<file path="src/rtl/mem_stage_lsu.sv">
// MEM-stage load/store unit: steers byte/half/word lanes onto a req/ack data bus and stalls the pipeline until the access completes.
// Optional build macro MISALIGN_TRAP_EN: trap misaligned half/word accesses instead of truncating the address.
module mem_stage_lsu #(
    parameter int unsigned TIMEOUT_CYCLES = 255
) (
    input  logic        clk,
    input  logic        rst,
    input  logic        MemReadM,
    input  logic        MemWriteM,
    input  logic [2:0]  funct3M,
    input  logic [31:0] ALUResultM,
    input  logic [31:0] WriteDataM,
    output logic [31:0] ReadDataM,
    output logic        StallM,
    output logic        ErrM,
    output logic        MisalignM,
    output logic        dmem_req,
    output logic        dmem_we,
    output logic [31:0] dmem_addr,
    output logic [31:0] dmem_wdata,
    output logic [3:0]  dmem_be,
    input  logic        dmem_ack,
    input  logic [31:0] dmem_rdata
);

    localparam logic [1:0] S_IDLE = 2'd0;
    localparam logic [1:0] S_REQ  = 2'd1;
    localparam logic [1:0] S_DONE = 2'd2;

    // Counter only has to reach TIMEOUT_CYCLES-1 (the last REQ cycle before abort).
    localparam int CNT_W = (TIMEOUT_CYCLES > 1) ? $clog2(TIMEOUT_CYCLES) : 1;
    localparam logic [CNT_W-1:0] CNT_LAST =
        CNT_W'((TIMEOUT_CYCLES > 0) ? TIMEOUT_CYCLES - 1 : 0);

`ifdef MISALIGN_TRAP_EN
    localparam bit TRAP_EN = 1'b1;
`else
    localparam bit TRAP_EN = 1'b0;
`endif

    logic [1:0]       state_q, state_d;
    logic [CNT_W-1:0] cnt_q;
    logic             req_q, we_q, err_q, mis_q;
    logic [31:0]      addr_q, wdata_q, rdata_q;
    logic [3:0]       be_q;
    logic [2:0]       f3_q;
    logic [1:0]       off_q;

    logic        access, byte_acc, half_acc, misalign, trap_now, timeout_hit;
    logic [3:0]  be_d;
    logic [31:0] wdata_d, load_ext;
    logic [7:0]  byte_sel;
    logic [15:0] half_sel;

    assign access = MemReadM | MemWriteM;

    // Size decode: a store wins when both strobes are high; unknown funct3 falls back to word.
    always_comb begin
        byte_acc = 1'b0;
        half_acc = 1'b0;
        if (MemWriteM) begin
            byte_acc = (funct3M == 3'b000);
            half_acc = (funct3M == 3'b001);
        end else begin
            byte_acc = (funct3M == 3'b000) || (funct3M == 3'b100);
            half_acc = (funct3M == 3'b001) || (funct3M == 3'b101);
        end
    end

    always_comb begin
        be_d    = 4'hF;
        wdata_d = WriteDataM;
        if (MemWriteM) begin
            if (byte_acc) begin
                be_d    = 4'b0001 << ALUResultM[1:0];
                wdata_d = {4{WriteDataM[7:0]}};
            end else if (half_acc) begin
                be_d    = ALUResultM[1] ? 4'b1100 : 4'b0011;
                wdata_d = {2{WriteDataM[15:0]}};
            end
        end
    end

    assign misalign    = half_acc ? ALUResultM[0] : (!byte_acc && (ALUResultM[1:0] != 2'b00));
    assign trap_now    = TRAP_EN && misalign;
    assign timeout_hit = (TIMEOUT_CYCLES != 0) && (cnt_q == CNT_LAST);

    always_comb begin
        case (off_q)
            2'd0:    byte_sel = dmem_rdata[7:0];
            2'd1:    byte_sel = dmem_rdata[15:8];
            2'd2:    byte_sel = dmem_rdata[23:16];
            default: byte_sel = dmem_rdata[31:24];
        endcase
        half_sel = off_q[1] ? dmem_rdata[31:16] : dmem_rdata[15:0];
        case (f3_q)
            3'b000:  load_ext = {{24{byte_sel[7]}}, byte_sel};
            3'b100:  load_ext = {24'b0, byte_sel};
            3'b001:  load_ext = {{16{half_sel[15]}}, half_sel};
            3'b101:  load_ext = {16'b0, half_sel};
            default: load_ext = dmem_rdata;
        endcase
    end

    always_comb begin
        state_d = state_q;
        case (state_q)
            S_IDLE:  if (access) state_d = trap_now ? S_DONE : S_REQ;
            S_REQ:   if (dmem_ack || timeout_hit) state_d = S_DONE;
            S_DONE:  state_d = S_IDLE;
            default: state_d = S_IDLE;
        endcase
    end

    always_ff @(posedge clk or posedge rst) begin
        if (rst) begin
            state_q <= S_IDLE;
            cnt_q   <= '0;
            req_q   <= 1'b0;
            we_q    <= 1'b0;
            addr_q  <= '0;
            wdata_q <= '0;
            be_q    <= '0;
            f3_q    <= '0;
            off_q   <= '0;
            rdata_q <= '0;
            err_q   <= 1'b0;
            mis_q   <= 1'b0;
        end else begin
            state_q <= state_d;
            err_q   <= 1'b0;
            mis_q   <= 1'b0;
            case (state_q)
                S_IDLE: begin
                    if (access && trap_now) begin
                        mis_q   <= 1'b1;
                        rdata_q <= '0;
                    end else if (access) begin
                        req_q   <= 1'b1;
                        we_q    <= MemWriteM;
                        addr_q  <= {ALUResultM[31:2], 2'b00};
                        wdata_q <= wdata_d;
                        be_q    <= be_d;
                        f3_q    <= funct3M;
                        off_q   <= ALUResultM[1:0];
                        cnt_q   <= '0;
                    end
                end
                S_REQ: begin
                    if (dmem_ack) begin
                        req_q <= 1'b0;
                        if (!we_q) rdata_q <= load_ext;
                    end else if (timeout_hit) begin
                        req_q   <= 1'b0;
                        rdata_q <= '0;
                        err_q   <= 1'b1;
                    end else begin
                        cnt_q <= cnt_q + 1'b1;
                    end
                end
                default: ;
            endcase
        end
    end

    assign StallM     = !rst && access && (state_q != S_DONE);
    assign ReadDataM  = rdata_q;
    assign ErrM       = err_q;
    assign MisalignM  = mis_q;
    assign dmem_req   = req_q;
    assign dmem_we    = we_q;
    assign dmem_addr  = addr_q;
    assign dmem_wdata = wdata_q;
    assign dmem_be    = be_q;

endmodule

</file>
<file path="config.mk">
export PLATFORM = sky130hd
export DESIGN_NAME = mem_stage_lsu
export DESIGN_NICKNAME = d
export VERILOG_FILES = /design/src/rtl/mem_stage_lsu.sv
export SDC_FILE = /design/constraint.sdc
export NUM_CORES = 1
export LEC_CHECK = 0
export CAP_MARGIN = 40
export CORE_MARGIN = 10
export CORE_UTILIZATION = 40
export DETAILED_ROUTE_END_ITERATION = 7
export PLACE_DENSITY_LB_ADDON = 0.2
export SLEW_MARGIN = 20
export SYNTH_ARGS = -nofsm -noshare
export SYNTH_HDL_FRONTEND = slang
export SYNTH_SLANG_ARGS = --single-unit
</file>
<file path="constraint.sdc">
create_clock -name clk -period 4.1 [get_ports clk]
set_clock_uncertainty 0.05 [all_clocks]
set_input_delay 0.82 -clock clk [delete_from_list [all_inputs] [get_ports clk]]
set_output_delay 0.82 -clock clk [all_outputs]
set_load 0.005 [all_outputs]
</file>
# Word level (Yosys, flattened, before mapping)
# Index checks and enable logic that the tools add are counted.
# word_totals
register_bits	116
inputBits	104
out_inout_bits	105
wordCells	77
# classes
addsub	1
n_eq_ne	17
n_shift	1
muxes	29
bitwise	1
reduce_logical	17
# op_table
cell	n
$mux 32	6
$pmux 32 s4	1
$mux 8	3
$pmux 8 s3	1
$mux 16	1
$mux 4	4
$pmux 8 s2	1
$eq 3x3->1 const B	4
$ne 2x2->1 const B	6
$add 8x1->8 const B	1
$eq 8x8->1 const B	1
$mux 1	8
$eq 3x1->1 const B	2
$logic_not 3->1	2
$reduce_and 3->1	2
$eq 2x1->1 const B	2
$logic_not 2->1	2
$mux 2	2
$pmux 2 s2	1
$reduce_and 2->1	2
$reduce_and 4->1	1
$reduce_bool 2->1	2
$shl 1x2->4 const A	1
$logic_or 1x1->1	3
6 further kinds	7

# Logic depth before layout (Yosys ltp)
# Gate-level depths: netlist of run 1.
# depth
depth_word	6
depth_mapped	8
ltp_nobuf	7

# Least setup slack after synthesis of run 1
# Ideal clock, no wire load.
# synth_timing
path_type	input to register
from	in dmem_rdata[15]
to	reg rdata_q[10], in the netlist ReadDataM[10]
setup_ps	122
arrival_ps	1912
required_ps	3928
path_slack_ps	2017
stages	5
path_buffers	0
path_cell_list	mux2_4 mux2_2 a21oi_2 o21ai_1 a32o_1
# synth_via
elab_chain_len	4
# synth_lines
element	line_no	text
start: declaration	23	input logic [31:0] dmem_rdata
$pmux 8 s3	89	case (off_q)
$pmux 32 s4	96	case (f3_q)
$mux 32	152	if (!we_q) rdata_q <= load_ext;
$mux 32	150	if (dmem_ack) begin
end signal: assignment	152	
end: declaration	44	logic [31:0] addr_q, wdata_q, rdata_q;
# Every way passes these cells. The select of a mux whose other input is x is not followed.
# A chain may end at the register's enable or synchronous reset.

# Worst setup path in the final report of run 1
# layout_timing
from	in MemWriteM
to	out StallM
# layout_via
elab_chain_len	3
# layout_lines
element	line_no	text
start: declaration	9	input logic MemWriteM,
$or 1x1->1	55	assign access = MemReadM | MemWriteM;
$logic_and 1x1->1 (2 in a row)	166	assign StallM = !rst && access && (state_q != S_DONE);
end: declaration	14	output logic StallM,
# Every way passes these cells.

==> impl_results.html, run 1 <==
<table>
<tr><th>Metric</th><th>Value</th></tr>
<tr><th colspan="2">Setup path</th></tr>
<tr><td>Reg-to-reg critical path endpoint</td><td>ReadDataM[10]</td></tr>
<tr><td>Slowest cell on the critical path</td><td>sky130_fd_sc_hd__clkdlybuf4s50_1</td></tr>
<tr><td>Critical Path Start Type</td><td>input pin</td></tr>
<tr><td>Crit path largest cell delay</td><td>approximately 0.60 ns</td></tr>
<tr><td>Arrival time at the worst endpoint</td><td>between 2 and 2.5 ns</td></tr>
<tr><td>Reg2reg setup slack</td><td>1.73 ns</td></tr>
<tr><td>Number of cells traversed by the worst register-to-register path</td><td>5</td></tr>
<tr><td>Worst Setup EP</td><td>StallM</td></tr>
<tr><td>Worst-path cell chain</td><td>clkdlybuf4s50_1 &gt; nor2_1 &gt; nor3_1 &gt; clkdlybuf4s50_1</td></tr>
<tr><td>CP endpoint kind</td><td>primary output</td></tr>
<tr><td>Critical Path Fanout Max</td><td>4</td></tr>
<tr><td>Launching point of the worst reg2reg path</td><td>off_q[1]</td></tr>
<tr><td>Worst Path Class, Setup</td><td>input pin to primary output</td></tr>
<tr><td>Most used cell along the critical path</td><td>sky130_fd_sc_hd__clkdlybuf4s50_1</td></tr>
<tr><td>Critical Path Source</td><td>MemWriteM</td></tr>
<tr><td>Critical Path RT</td><td>about 3.2 ns</td></tr>
<tr><th colspan="2">Run</th></tr>
<tr><td>Number of maximum-capacitance violations</td><td>0</td></tr>
<tr><th colspan="2">Synth</th></tr>
<tr><td>Post-synthesis instance area</td><td>5294 um^2</td></tr>
<tr><td>Most numerous cell types in the synthesized netlist</td><td>169 x sky130_fd_sc_hd__nand2_1, 116 x sky130_fd_sc_hd__dfrtp_1, 41 x sky130_fd_sc_hd__o21ai_0</td></tr>
<tr><td>Count of synthesis-stage warnings from yosys</td><td>0</td></tr>
<tr><td>Most area-hungry cell type in the Yosys netlist</td><td>sky130_fd_sc_hd__dfrtp_1</td></tr>
<tr><td>Dominant cell by count in the synthesized netlist</td><td>sky130_fd_sc_hd__nand2_1</td></tr>
<tr><td>FFs w/ async S/R, synth</td><td>1.000</td></tr>
<tr><td>Synthesized instance count</td><td>543</td></tr>
<tr><td>Post-Synthesis Mean Instance Area</td><td>9.749 um^2</td></tr>
<tr><td>Number of synthesized register bits</td><td>116</td></tr>
<tr><td>Number of enable flip-flop cells after synthesis</td><td>0</td></tr>
<tr><td>Proportion of synthesized chip area in sequential cells</td><td>0.5483</td></tr>
<tr><td>Most used flip-flop cell after synthesis</td><td>sky130_fd_sc_hd__dfrtp_1</td></tr>
<tr><td>Most area-consuming cells after synthesis</td><td>sky130_fd_sc_hd__dfrtp_1 55%, sky130_fd_sc_hd__nand2_1 12%, sky130_fd_sc_hd__mux2i_1 6.1%</td></tr>
<tr><td>Distinct cell type count of the synthesized netlist</td><td>48</td></tr>
<tr><td>Synth top area share</td><td>0.5483</td></tr>
<tr><th colspan="2">GRT</th></tr>
<tr><td>Met3 capacity usage during global routing</td><td>0.08272</td></tr>
<tr><td>Remaining global-route overflow</td><td>0</td></tr>
<tr><td>Wire length of the first global-routing pass</td><td>26830 um</td></tr>
<tr><td>Routing usage on met1</td><td>0.2155</td></tr>
<tr><td>Overall track demand over capacity in global routing</td><td>0.1858</td></tr>
<tr><td>Met2 Track Usage GR</td><td>0.2993</td></tr>
<tr><td>Number of antenna violations at the first check in global routing</td><td>0</td></tr>
<tr><td>Pin count of the biggest net entering global routing</td><td>94</td></tr>
<tr><td>Via count of the first global-routing pass</td><td>4953</td></tr>
<tr><td>Grt peak-use layer</td><td>met2</td></tr>
<tr><th colspan="2">Power and ir drop</th></tr>
<tr><td>LEAKAGE</td><td>3.585 nW</td></tr>
<tr><td>Seq pwr share</td><td>0.350</td></tr>
<tr><td>Sw Share</td><td>0.3288</td></tr>
<tr><td>Power dissipated by switching net loads</td><td>1.893 mW</td></tr>
<tr><td>Power per unit of standard cell area</td><td>711.2 nW/um^2</td></tr>
<tr><td>Internal cell power</td><td>between 3 and 4 mW</td></tr>
<tr><td>Peak VDD IR</td><td>346.1 uV</td></tr>
<tr><td>Proportion of power drawn by combinational gates</td><td>0.417</td></tr>
<tr><td>Part of the power in the clock network</td><td>0.233</td></tr>
<tr><th colspan="2">Routing</th></tr>
<tr><td>Average vias per placed instance</td><td>5.038</td></tr>
<tr><td>Drt wl/cell</td><td>roughly 18 um</td></tr>
<tr><td>DRT Pass-1 Iters</td><td>4</td></tr>
<tr><td>Total DRC errors in the routed layout</td><td>0</td></tr>
<tr><td>Post-detailed-routing wire length</td><td>16900 um</td></tr>
<tr><td>Overall via count from detail_route</td><td>4670</td></tr>
<tr><td>Iter 0 DRT Violations</td><td>297</td></tr>
<tr><td>Number of routed nets with antenna violations</td><td>0</td></tr>
<tr><th colspan="2">Clock tree</th></tr>
<tr><td>Worst-Skew Late Latency</td><td>~0.40 ns</td></tr>
<tr><td>CTS tree</td><td>yes</td></tr>
<tr><td>TritonCTS Buffers</td><td>17</td></tr>
<tr><td>Number of instances resized during post-cts repair</td><td>0</td></tr>
<tr><td>Clock tree buffer depth</td><td>2</td></tr>
<tr><td>Clock-pin transition on the worst setup and hold timing paths</td><td>about 0.050 ns</td></tr>
<tr><td>Clock H-tree levels</td><td>4</td></tr>
<tr><td>Clk Tree Root Cell</td><td>sky130_fd_sc_hd__clkbuf_16</td></tr>
<tr><td>Count of clock tree sinks</td><td>116</td></tr>
<tr><td>Number of buffers added for setup after CTS</td><td>0</td></tr>
<tr><td>Hold-fix buffers, CTS</td><td>0</td></tr>
<tr><th colspan="2">STA</th></tr>
<tr><td>Fmax</td><td>0.3177 GHz</td></tr>
<tr><td>Share of the clock period used by the worst path</td><td>0.7676</td></tr>
<tr><td>Time the final worst path needs with I/O delays and setup</td><td>roughly 3.1 ns</td></tr>
<tr><td>Final setup violation count</td><td>0</td></tr>
<tr><td>Tightest Pin Transition</td><td>about 0.80 ns</td></tr>
<tr><td>Setup TNS</td><td>0 ns</td></tr>
<tr><td>RSZ-0062 raised after global routing</td><td>false</td></tr>
<tr><td>Final Max Slew Viols</td><td>0</td></tr>
<tr><td>Hold violation count in the final report</td><td>0</td></tr>
<tr><td>Final WS setup</td><td>0.9529 ns</td></tr>
<tr><td>Slew Limit Headroom</td><td>0.4602</td></tr>
<tr><th colspan="2">Die</th></tr>
<tr><td>Count of pins on the block boundary</td><td>209</td></tr>
<tr><td>Die boundary height</td><td>135.0 um</td></tr>
<tr><td>Placement Rows</td><td>just over 40</td></tr>
<tr><td>Full die area</td><td>18240 um^2</td></tr>
<tr><td>Core Box Area</td><td>around 13000 um^2</td></tr>
<tr><td>Initial core utilization</td><td>0.4144</td></tr>
<tr><td>Die width</td><td>135.0 um</td></tr>
<tr><th colspan="2">Placement</th></tr>
<tr><td>Worst setup slack before clock tree synthesis</td><td>0.9763 ns</td></tr>
<tr><td>Final Wtd Congestion</td><td>between 0.8 and 0.9</td></tr>
<tr><td>Half-perimeter wire length of the detailed placement result</td><td>12570 um</td></tr>
<tr><td>IO buf count</td><td>about 200</td></tr>
<tr><th colspan="2">Layout</th></tr>
<tr><td>Area added between synthesis and finish</td><td>52.87%</td></tr>
<tr><td>Antenna cells</td><td>0</td></tr>
<tr><td>Number of nets in the final layout</td><td>851</td></tr>
<tr><td>Ratio of cells with drive above 1 in the final layout</td><td>0.07417</td></tr>
<tr><td>Total of fill cells in the finished design</td><td>1053</td></tr>
<tr><th colspan="2">Status</th></tr>
<tr><td>Status</td><td>completed</td></tr>
<tr><th colspan="2">Hold path</th></tr>
<tr><td>Min-Delay Path Class</td><td>flop to flop</td></tr>
</table>
## logic make-up (layout without fill, tap and decap cells)
group / after synthesis / after routing / share of synthesized area
XOR/XNOR: 4 / 4 / 0.006617
buffers and inverters: 39 / 249 / 0.03403
other: 1 / 3 / 0.0007084
multiplexers: 36 / 36 / 0.06972
AND/OR/NAND/NOR: 238 / 238 / 0.1971
AO/OA/AOI/OAI: 107 / 107 / 0.1387
adder cells (fa/ha/maj): 2 / 2 / 0.004726
flip-flops: 116 / 116 / 0.5483
## critical path: cells and delay by family
kind          cells  cell delay [ns]
buf+inv           2             1.13
simple gates      2             0.33
## layout by cell type, fill, tap and decap left out, types with 2 or more instances in the layout
cell type and instances:
sky130_fd_sc_hd__o221ai_1 2, sky130_fd_sc_hd__or2_2 2, sky130_fd_sc_hd__a21oi_1 15, sky130_fd_sc_hd__nor3b_1 2, sky130_fd_sc_hd__and3_1 5, sky130_fd_sc_hd__dfrtp_1 116, sky130_fd_sc_hd__a31o_2 2, sky130_fd_sc_hd__clkbuf_16 17
sky130_fd_sc_hd__a221o_1 21, sky130_fd_sc_hd__o21ai_1 7, sky130_fd_sc_hd__clkbuf_1 3, sky130_fd_sc_hd__xnor2_1 4, sky130_fd_sc_hd__mux2i_1 32, sky130_fd_sc_hd__nor2b_1 5, sky130_fd_sc_hd__buf_4 7, sky130_fd_sc_hd__o21ai_0 40
sky130_fd_sc_hd__nor2_1 27, sky130_fd_sc_hd__clkinv_2 5, sky130_fd_sc_hd__and4_1 2, sky130_fd_sc_hd__clkbuf_8 3, sky130_fd_sc_hd__and2_1 2, sky130_fd_sc_hd__ha_1 2, sky130_fd_sc_hd__conb_1 3, sky130_fd_sc_hd__nand2b_1 12
sky130_fd_sc_hd__inv_1 3, sky130_fd_sc_hd__nand3_1 2, sky130_fd_sc_hd__clkdlybuf4s50_1 205, sky130_fd_sc_hd__nor3_1 2, sky130_fd_sc_hd__nand2_1 169, sky130_fd_sc_hd__o21a_1 2, sky130_fd_sc_hd__buf_16 2, sky130_fd_sc_hd__a22o_1 2
sky130_fd_sc_hd__mux2_2 3, sky130_fd_sc_hd__a32o_1 8
## cell type report
type,count,area [um^2],area share
clock buffer,23,478.0,0.05906
clock inverter,6,55.05,0.006803
inverter,5,21.27,0.002628
multi-input combinational,390,2241,0.2769
sequential,116,2903,0.3587
tap,172,215.2,0.02659
timing repair buffer,215,2180,0.2693
## worst min-delay path by stage
stage | from | to | slack [ns] | depth (start not counted)
floorplan | ReadDataM[1] | ReadDataM[1] | 0.41 | 2
global route | ReadDataM[3] | ReadDataM[3] | 0.45 | 2
finish | dmem_addr[19] | dmem_addr[19] | 0.42 | 2
CTS | dmem_addr[13] | dmem_addr[13] | 0.42 | 2
detailed placement | dmem_addr[13] | dmem_addr[13] | 0.41 | 2
global placement | dmem_addr[3] | dmem_addr[3] | 0.41 | 2
## per-layer routing
metal,vias up,wire (um)
met5,-,0
met4,0,205
met3,13,1729
met2,174,8159
met1,2221,6807
li1,2262,-
## sequential cells by signal, summed over array words and instances, names as in the netlist
name	flops
off_q	2
dmem_we	1
dmem_addr	30
dmem_req	1
dmem_be	4
f3_q	3
cnt_q	8
state_q	2
dmem_wdata	32
ErrM	1
ReadDataM	32
## through the flow
step                        util  hold WS (ns)  total power [mW]  cells  area (um^2)
final                     0.6336        0.4190             5.756    927         8093
after global routing      0.6336        0.4454             6.169    927         8093
after CTS                 0.6292        0.4248             5.808    925         8038
after detailed placement  0.5875        0.4117             4.431    896         7505
after global placement    0.5863        0.4061             4.353    894         7490
after floorplan                -        0.4128             3.024    545         5301
## power groups by stage
stage / combinational [mW] / sequential (mW) / clock, mW
after floorplan: 1.05 / 1.97 / 0
after global placement: 2.35 / 2.00 / 0
after detailed placement: 2.40 / 2.03 / 0
after CTS: 2.42 / 2.02 / 1.37
after global routing: 2.65 / 2.08 / 1.44
final: 2.40 / 2.02 / 1.34
Power figures use the tool's default switching activity.
==> inputs of run 2 (changes only) <==
Clock period 4.1 ns to 2.8 ns, I/O delays scaled along.
==> run 2 against run 1 <==
Compared with the run above:
- global-route usage about the same
- combinational power grew 52%
- die area stayed put
- sequential share of layout area shrank 0.46 points
- core utilization up 0.82 points
- critical path depth did not move
- worst setup slack got worse by 0.73 ns
- non-clock buffer count rose by 6
- register-to-register slack got worse by 0.96 ns
- sequential cell count unchanged
- largest cell class unchanged
==> impl_results.html, run 2 (synthesized netlist as in run 1, its figures left out) <==
<table>
<tr><th>Metric</th><th>Value</th></tr>
<tr><th colspan="2">Setup path</th></tr>
<tr><td>Worst Path Class, Setup</td><td>input pin to primary output</td></tr>
<tr><td>Arrival time at the worst endpoint</td><td>1.97 ns (-0.31 ns)</td></tr>
<tr><td>Reg2reg setup slack</td><td>0.77 ns (-0.96 ns)</td></tr>
<tr><td>Most used cell along the critical path</td><td>sky130_fd_sc_hd__clkdlybuf4s50_1</td></tr>
<tr><td>Worst-path cell chain</td><td>clkdlybuf4s50_1 &gt; nor2_1 &gt; nor3_1 &gt; clkdlybuf4s50_1</td></tr>
<tr><td>CP endpoint kind</td><td>primary output</td></tr>
<tr><td>Number of cells traversed by the worst register-to-register path</td><td>6 (+1)</td></tr>
<tr><td>Family with the most delay on the worst path</td><td>buffers and inverters</td></tr>
<tr><td>Critical Path Fanout Max</td><td>3 (-1)</td></tr>
<tr><td>Critical Path RT</td><td>2.19 ns (-1.04 ns)</td></tr>
<tr><td>Crit path largest cell delay</td><td>0.56 ns (-0.04 ns)</td></tr>
<tr><td>Reg-to-reg critical path endpoint</td><td>ReadDataM[5]</td></tr>
<tr><td>Slowest cell on the critical path</td><td>sky130_fd_sc_hd__clkdlybuf4s50_1</td></tr>
<tr><td>Critical Path Start Type</td><td>input pin</td></tr>
<tr><td>Launching point of the worst reg2reg path</td><td>cnt_q[0]</td></tr>
<tr><td>Number of buffers and inverters on the critical path</td><td>2 (unchanged)</td></tr>
<tr><th colspan="2">STA</th></tr>
<tr><td>Fmax</td><td>0.3877 GHz</td></tr>
<tr><td>Final setup violation count</td><td>0 (unchanged)</td></tr>
<tr><td>Slew Limit Headroom</td><td>0.4633 (+0.003191)</td></tr>
<tr><td>Hold violation count in the final report</td><td>0 (unchanged)</td></tr>
<tr><td>RSZ-0062 raised after global routing</td><td>false</td></tr>
<tr><td>Final Max Slew Viols</td><td>0 (unchanged)</td></tr>
<tr><td>Setup TNS</td><td>0 ns (unchanged)</td></tr>
<tr><td>Worst Hold Margin</td><td>0.4215 ns (+0.002484 ns)</td></tr>
<tr><td>Final WS setup</td><td>0.2206 ns (-0.7323 ns)</td></tr>
<tr><td>Time the final worst path needs with I/O delays and setup</td><td>2.579 ns</td></tr>
<tr><td>Share of the clock period used by the worst path</td><td>0.9212</td></tr>
<tr><td>Tightest Pin Transition</td><td>0.7990 ns (-0.004751 ns)</td></tr>
<tr><th colspan="2">Clock tree</th></tr>
<tr><td>Number of buffers added for setup after CTS</td><td>0 (unchanged)</td></tr>
<tr><td>Clk Tree Root Cell</td><td>sky130_fd_sc_hd__clkbuf_16</td></tr>
<tr><td>Number of instances resized during post-cts repair</td><td>0 (unchanged)</td></tr>
<tr><td>Clock tree buffer depth</td><td>2 (unchanged)</td></tr>
<tr><td>Hold-fix buffers, CTS</td><td>0 (unchanged)</td></tr>
<tr><td>Clock H-tree levels</td><td>4 (unchanged)</td></tr>
<tr><td>TritonCTS Buffers</td><td>17 (unchanged)</td></tr>
<tr><td>CTS tree</td><td>yes</td></tr>
<tr><td>Worst-Skew Late Latency</td><td>0.40 ns (about the same)</td></tr>
<tr><td>Clock-pin transition on the worst setup and hold timing paths</td><td>0.05 ns (about the same)</td></tr>
<tr><td>Count of clock tree sinks</td><td>116 (unchanged)</td></tr>
<tr><th colspan="2">Routing</th></tr>
<tr><td>Overall via count from detail_route</td><td>4752 (+1.8%)</td></tr>
<tr><td>DRT Pass-1 Iters</td><td>4 (unchanged)</td></tr>
<tr><td>Drt wl/cell</td><td>18.26 um (+0.17%)</td></tr>
<tr><td>Total DRC errors in the routed layout</td><td>0 (unchanged)</td></tr>
<tr><td>Post-detailed-routing wire length</td><td>17060 um (+0.93%)</td></tr>
<tr><td>Average vias per placed instance</td><td>5.088 (+0.99%)</td></tr>
<tr><td>Iter 0 DRT Violations</td><td>218 (-27%)</td></tr>
<tr><td>Number of routed nets with antenna violations</td><td>0 (unchanged)</td></tr>
<tr><th colspan="2">Layout</th></tr>
<tr><td>Most frequent standard cell in the layout excluding fill and tap cells</td><td>sky130_fd_sc_hd__clkdlybuf4s50_1</td></tr>
<tr><td>Most frequent cells in the layout</td><td>205 x sky130_fd_sc_hd__clkdlybuf4s50_1, 169 x sky130_fd_sc_hd__nand2_1, 116 x sky130_fd_sc_hd__dfrtp_1, 40 x sky130_fd_sc_hd__o21ai_0, 32 x sky130_fd_sc_hd__mux2i_1</td></tr>
<tr><td>Util after Layout</td><td>0.6418 (+0.008228)</td></tr>
<tr><td>Post-route design area</td><td>8198 um^2 (+1.3%)</td></tr>
<tr><td>Number of nets in the final layout</td><td>857 (+0.71%)</td></tr>
<tr><td>Area added between synthesis and finish</td><td>54.86%</td></tr>
<tr><td>Total of fill cells in the finished design</td><td>1010 (-4.1%)</td></tr>
<tr><td>Ratio of cells with drive above 1 in the final layout</td><td>0.08147 (+0.007300)</td></tr>
<tr><td>Finished Layout Cells</td><td>934 (+0.76%)</td></tr>
<tr><th colspan="2">Placement</th></tr>
<tr><td>Count of placed standard cells including taps</td><td>904 (+0.89%)</td></tr>
<tr><td>Worst setup slack before clock tree synthesis</td><td>0.2110 ns (-0.7652 ns)</td></tr>
<tr><td>IO buf count</td><td>205 (unchanged)</td></tr>
<tr><td>Final Wtd Congestion</td><td>0.8318 (about the same)</td></tr>
<tr><td>Half-perimeter wire length of the detailed placement result</td><td>13050 um (+3.8%)</td></tr>
<tr><td>Placed instance area</td><td>7629 um^2 (+1.7%)</td></tr>
<tr><th colspan="2">Die</th></tr>
<tr><td>Die width</td><td>135.0 um (unchanged)</td></tr>
<tr><td>Placement Rows</td><td>41 (unchanged)</td></tr>
<tr><td>Full die area</td><td>18240 um^2 (unchanged)</td></tr>
<tr><td>Count of pins on the block boundary</td><td>209 (unchanged)</td></tr>
<tr><td>Initial core utilization</td><td>0.4144 (unchanged)</td></tr>
<tr><td>Die boundary height</td><td>135.0 um (unchanged)</td></tr>
<tr><td>Core Box Area</td><td>12770 um^2 (unchanged)</td></tr>
<tr><th colspan="2">GRT</th></tr>
<tr><td>Number of antenna violations at the first check in global routing</td><td>1 (+1)</td></tr>
<tr><td>Wire length of the first global-routing pass</td><td>26960 um (+0.49%)</td></tr>
<tr><td>Remaining global-route overflow</td><td>0 (unchanged)</td></tr>
<tr><td>Pin count of the biggest net entering global routing</td><td>55 (-41%)</td></tr>
<tr><td>Via count of the first global-routing pass</td><td>5020 (+1.4%)</td></tr>
<tr><td>Overall track demand over capacity in global routing</td><td>0.1863 (+0.0004937)</td></tr>
<tr><th colspan="2">Power and ir drop</th></tr>
<tr><td>Total chip power</td><td>8.641 mW (+50%)</td></tr>
<tr><td>Peak VDD IR</td><td>570.0 uV (+65%)</td></tr>
<tr><td>Power per unit of standard cell area</td><td>1054 nW/um^2 (+48%)</td></tr>
<tr><td>LEAKAGE</td><td>3.631 nW (+1.3%)</td></tr>
<tr><th colspan="2">Hold path</th></tr>
<tr><td>Worst hold start</td><td>dmem_addr[17]</td></tr>
<tr><td>Hold path cells</td><td>2 (unchanged)</td></tr>
<tr><td>Min-Delay Path Class</td><td>flop to flop</td></tr>
<tr><td>Terminating pin of the worst hold path</td><td>dmem_addr[17]</td></tr>
<tr><th colspan="2">Run</th></tr>
<tr><td>Number of maximum-capacitance violations</td><td>0 (unchanged)</td></tr>
<tr><th colspan="2">Status</th></tr>
<tr><td>Status</td><td>completed</td></tr>
</table>
-- run 2: cell types whose count changed in the layout (fill, tap and decap cells not counted), sizes merged --
cell | previous run | this run
inv | 5 | 4
bufinv | 1 | 2
diode | 0 | 1
buf | 10 | 16
clkinvlp | 0 | 1
clkbuf | 23 | 24
clkinv | 5 | 3
-- run 2: how the worst max path moves through the flow --
stage	slack [ns]	to	startpoint	depth (start not counted)
global route	0.18	StallM	MemReadM	4
finish	0.22	StallM	MemReadM	4
detailed placement	0.21	StallM	MemReadM	4
global placement	0.28	StallM	MemReadM	4
floorplan	0.78	ErrM	rst	1
CTS	0.20	StallM	MemReadM	4
-- run 2: worst min-delay path, cell delays in order (launching register included) --
cell                      delay, ns
sky130_fd_sc_hd__dfrtp_1       0.33
sky130_fd_sc_hd__nand2_1       0.05
sky130_fd_sc_hd__nand2_1       0.06
-- run 2: final cells by class --
class	count	area (um^2)	area share
diodes	1	2.502	0.0003053
flip-flops and latches	116	2903	0.3541
clock buffers	24	491.7	0.05998
inverters	5	22.52	0.002747
well taps	172	215.2	0.02625
repair buffers	221	2247	0.2741
multi-input cells	390	2241	0.2734
clock inverters	5	75.07	0.009158
-- run 2: power breakdown --
group          total (mW)  switching, mW  internal (mW)
Clock                2.08          0.696           1.38
Sequential           2.92          0.503           2.42
Combinational        3.64           1.60           2.04
-- run 2: metal layers --
metal | track usage | up-vias | part of all wire | wire length, um
li1 | - | 2270 | - | -
met3 | 0.09199 | 22 | 0.11 | 1824
met2 | 0.3051 | 178 | 0.48 | 8264
met5 | 0 | - | 0 | 0
met1 | 0.2070 | 2282 | 0.39 | 6682
met4 | 0.06160 | 0 | 0.017 | 288
==> inputs of run 3 (changes only) <==
Settings changed: CORE_UTILIZATION 40 to 30.
Clock period 2.8 ns to 2.97 ns, I/O delays scaled along.
==> run 3 against run 2 <==
Compared with the run above:
- clock power about the same
- worst setup slack better by 0.16 ns
- worst hold slack got worse by 0.014 ns
- core utilization is 16 points lower
- power down 5.1%
- global-route usage down 3.5 points
- final cell count up 5.7%
- register-to-register slack got worse by 0.07 ns
- first-iteration DRC count is 6.4% higher
- sequential power shrank 5%
- clock-buffer cell count is 2 lower
- critical endpoint unchanged
- largest cell class unchanged
==> impl_results.html, run 3 (synthesized netlist as in run 1, its figures left out) <==
<table>
<tr><th>Metric</th><th>Value</th></tr>
<tr><th colspan="2">Die</th></tr>
<tr><td>Core Box Area</td><td>17300 um^2 (+35%)</td></tr>
<tr><td>Placement Rows</td><td>48 (+17%)</td></tr>
<tr><td>Full die area</td><td>23360 um^2 (+28%)</td></tr>
<tr><td>Die width</td><td>152.8 um (+13%)</td></tr>
<tr><td>Initial core utilization</td><td>0.3061 (-0.1084)</td></tr>
<tr><td>Die boundary height</td><td>152.8 um (+13%)</td></tr>
<tr><td>Count of pins on the block boundary</td><td>209 (unchanged)</td></tr>
<tr><th colspan="2">Power and ir drop</th></tr>
<tr><td>LEAKAGE</td><td>3.622 nW (-0.25%)</td></tr>
<tr><td>Power per unit of standard cell area</td><td>991.4 nW/um^2 (-5.9%)</td></tr>
<tr><td>Peak VDD IR</td><td>452.5 uV (-21%)</td></tr>
<tr><th colspan="2">Routing</th></tr>
<tr><td>Number of routed nets with antenna violations</td><td>0 (unchanged)</td></tr>
<tr><td>Drt wl/cell</td><td>17.99 um (-1.5%)</td></tr>
<tr><td>Overall via count from detail_route</td><td>4765 (+0.27%)</td></tr>
<tr><td>Post-detailed-routing wire length</td><td>17760 um (+4.1%)</td></tr>
<tr><td>Average vias per placed instance</td><td>4.828 (-5.1%)</td></tr>
<tr><td>Total DRC errors in the routed layout</td><td>0 (unchanged)</td></tr>
<tr><td>DRT Pass-1 Iters</td><td>4 (unchanged)</td></tr>
<tr><td>Iter 0 DRT Violations</td><td>232 (+6.4%)</td></tr>
<tr><th colspan="2">Placement</th></tr>
<tr><td>Final Wtd Congestion</td><td>0.8067 (-3.0%)</td></tr>
<tr><td>IO buf count</td><td>205 (unchanged)</td></tr>
<tr><td>Worst setup slack before clock tree synthesis</td><td>0.3574 ns (+0.1464 ns)</td></tr>
<tr><td>Count of placed standard cells including taps</td><td>954 (+5.5%)</td></tr>
<tr><td>Half-perimeter wire length of the detailed placement result</td><td>13570 um (+3.9%)</td></tr>
<tr><th colspan="2">STA</th></tr>
<tr><td>Hold violation count in the final report</td><td>0 (unchanged)</td></tr>
<tr><td>Setup TNS</td><td>0 ns (unchanged)</td></tr>
<tr><td>Final Max Slew Viols</td><td>0 (unchanged)</td></tr>
<tr><td>Share of the clock period used by the worst path</td><td>0.8732</td></tr>
<tr><td>Final WS setup</td><td>0.3766 ns (+0.1560 ns)</td></tr>
<tr><td>Time the final worst path needs with I/O delays and setup</td><td>2.593 ns</td></tr>
<tr><td>Slew Limit Headroom</td><td>0.4784 (+0.01506)</td></tr>
<tr><td>Final setup violation count</td><td>0 (unchanged)</td></tr>
<tr><td>Tightest Pin Transition</td><td>0.7766 ns (-0.02243 ns)</td></tr>
<tr><td>Fmax</td><td>0.3856 GHz</td></tr>
<tr><td>RSZ-0062 raised after global routing</td><td>false</td></tr>
<tr><th colspan="2">Layout</th></tr>
<tr><td>Total area of sequential cells</td><td>2903 um^2 (unchanged)</td></tr>
<tr><td>Most frequent cells in the layout</td><td>205 x sky130_fd_sc_hd__clkdlybuf4s50_1, 169 x sky130_fd_sc_hd__nand2_1, 116 x sky130_fd_sc_hd__dfrtp_1, 40 x sky130_fd_sc_hd__o21ai_0, 32 x sky130_fd_sc_hd__mux2i_1</td></tr>
<tr><td>Area added between synthesis and finish</td><td>56.25%</td></tr>
<tr><td>Total of fill cells in the finished design</td><td>1613 (+60%)</td></tr>
<tr><td>Most frequent standard cell in the layout excluding fill and tap cells</td><td>sky130_fd_sc_hd__clkdlybuf4s50_1</td></tr>
<tr><td>Number of nets in the final layout</td><td>855 (-0.23%)</td></tr>
<tr><td>Ratio of cells with drive above 1 in the final layout</td><td>0.08279 (+0.001314)</td></tr>
<tr><td>Finished Layout Cells</td><td>987 (+5.7%)</td></tr>
<tr><td>Area of the multi-input gates</td><td>2241 um^2 (unchanged)</td></tr>
<tr><th colspan="2">Clock tree</th></tr>
<tr><td>Number of buffers added for setup after CTS</td><td>0 (unchanged)</td></tr>
<tr><td>Hold-fix buffers, CTS</td><td>0 (unchanged)</td></tr>
<tr><td>Worst-Skew Late Latency</td><td>0.40 ns (about the same)</td></tr>
<tr><td>Number of instances resized during post-cts repair</td><td>0 (unchanged)</td></tr>
<tr><td>Clock tree buffer depth</td><td>2 (unchanged)</td></tr>
<tr><td>TritonCTS Buffers</td><td>17 (unchanged)</td></tr>
<tr><td>CTS tree</td><td>yes</td></tr>
<tr><td>Clock-pin transition on the worst setup and hold timing paths</td><td>0.05 ns (about the same)</td></tr>
<tr><td>Count of clock tree sinks</td><td>116 (unchanged)</td></tr>
<tr><td>Clk Tree Root Cell</td><td>sky130_fd_sc_hd__clkbuf_16</td></tr>
<tr><td>Clock H-tree levels</td><td>4 (unchanged)</td></tr>
<tr><th colspan="2">Setup path</th></tr>
<tr><td>Reg2reg setup slack</td><td>0.70 ns (-0.07 ns)</td></tr>
<tr><td>Worst Path Class, Setup</td><td>input pin to primary output</td></tr>
<tr><td>Launching point of the worst reg2reg path</td><td>off_q[1]</td></tr>
<tr><td>Critical Path Fanout Max</td><td>3 (unchanged)</td></tr>
<tr><td>Critical Path RT</td><td>2.33 ns (+0.14 ns)</td></tr>
<tr><td>Number of cells traversed by the worst register-to-register path</td><td>6 (unchanged)</td></tr>
<tr><td>Reg-to-reg critical path endpoint</td><td>ReadDataM[12]</td></tr>
<tr><td>CP endpoint kind</td><td>primary output</td></tr>
<tr><td>Critical Path Start Type</td><td>input pin</td></tr>
<tr><td>Arrival time at the worst endpoint</td><td>1.95 ns (-0.02 ns)</td></tr>
<tr><th colspan="2">GRT</th></tr>
<tr><td>Number of antenna violations at the first check in global routing</td><td>2 (+1)</td></tr>
<tr><td>Remaining global-route overflow</td><td>0 (unchanged)</td></tr>
<tr><td>Via count of the first global-routing pass</td><td>5039 (+0.38%)</td></tr>
<tr><td>Pin count of the biggest net entering global routing</td><td>55 (unchanged)</td></tr>
<tr><td>Wire length of the first global-routing pass</td><td>28410 um (+5.4%)</td></tr>
<tr><td>Overall track demand over capacity in global routing</td><td>0.1508 (-0.03543)</td></tr>
<tr><th colspan="2">Status</th></tr>
<tr><td>Status</td><td>completed</td></tr>
<tr><th colspan="2">Hold path</th></tr>
<tr><td>Min-Delay Path Class</td><td>input pin to async pin</td></tr>
<tr><th colspan="2">Run</th></tr>
<tr><td>Number of maximum-capacitance violations</td><td>0 (unchanged)</td></tr>
</table>
==> run 3: cell types whose count changed in the layout (fill, tap and decap cells not counted), sizes merged <==
cell	previous run	this run
clkbuf	24	22
bufinv	2	3
buf	16	14
clkinvlp	1	4
==> run 3: critical path: stages <==
cell and delay [ns]:
sky130_fd_sc_hd__clkdlybuf4s50_1 0.55, sky130_fd_sc_hd__nor2_1 0.10, sky130_fd_sc_hd__nor3_1 0.18, sky130_fd_sc_hd__clkdlybuf4s50_1 0.53
==> run 3: report_power, final <==
group | leakage (nW) | switching [mW] | total, mW | internal, mW
Combinational | 1.90 | 1.49 | 3.35 | 1.86
Clock | 0.288 | 0.705 | 2.08 | 1.38
Sequential | 1.44 | 0.492 | 2.77 | 2.28
Total | 3.62 | 2.69 | 8.20 | 5.51
==> run 3: worst max path at each step <==
stage / start / to / slack (ns) / depth (start not counted)
CTS: MemReadM / StallM / 0.34 / 4
global route: MemReadM / StallM / 0.24 / 4
global placement: MemReadM / StallM / 0.36 / 4
floorplan: rst / ErrM / 0.91 / 1
detailed placement: MemReadM / StallM / 0.36 / 4
finish: MemReadM / StallM / 0.38 / 4
==> run 3: layout make-up <==
type / instances / area share
antenna: 1 / 0.0003025
clock buffer: 22 / 0.05733
clock inverter: 9 / 0.01543
inverter: 5 / 0.002723
multi-input combinational: 390 / 0.2709
sequential: 116 / 0.3509
tap: 225 / 0.03403
timing repair buffer: 219 / 0.2683
==> run 3: routing by layer <==
| metal | up-vias | wire length (um) | global-route usage | share of wire |
|---|---|---|---|---|
| met5 | - | 12 | 0 | 0.00068 |
| met4 | 2 | 137 | 0.04223 | 0.0077 |
| met3 | 8 | 2032 | 0.08866 | 0.11 |
| met2 | 197 | 8016 | 0.2266 | 0.45 |
| met1 | 2286 | 7563 | 0.1787 | 0.43 |
| li1 | 2272 | - | - | - |
==> run 3: through the flow <==
step | area (um^2) | total power, mW | hold slack, ns | util
after floorplan | 5305 | 4.175 | 0.4128 | -
after global placement | 7647 | 6.118 | 0.4082 | 0.4421
after detailed placement | 7647 | 6.198 | 0.4117 | 0.4421
after CTS | 8249 | 8.335 | 0.4253 | 0.4769
after global routing | 8269 | 8.819 | 0.3956 | 0.4781
final | 8272 | 8.200 | 0.4078 | 0.4782
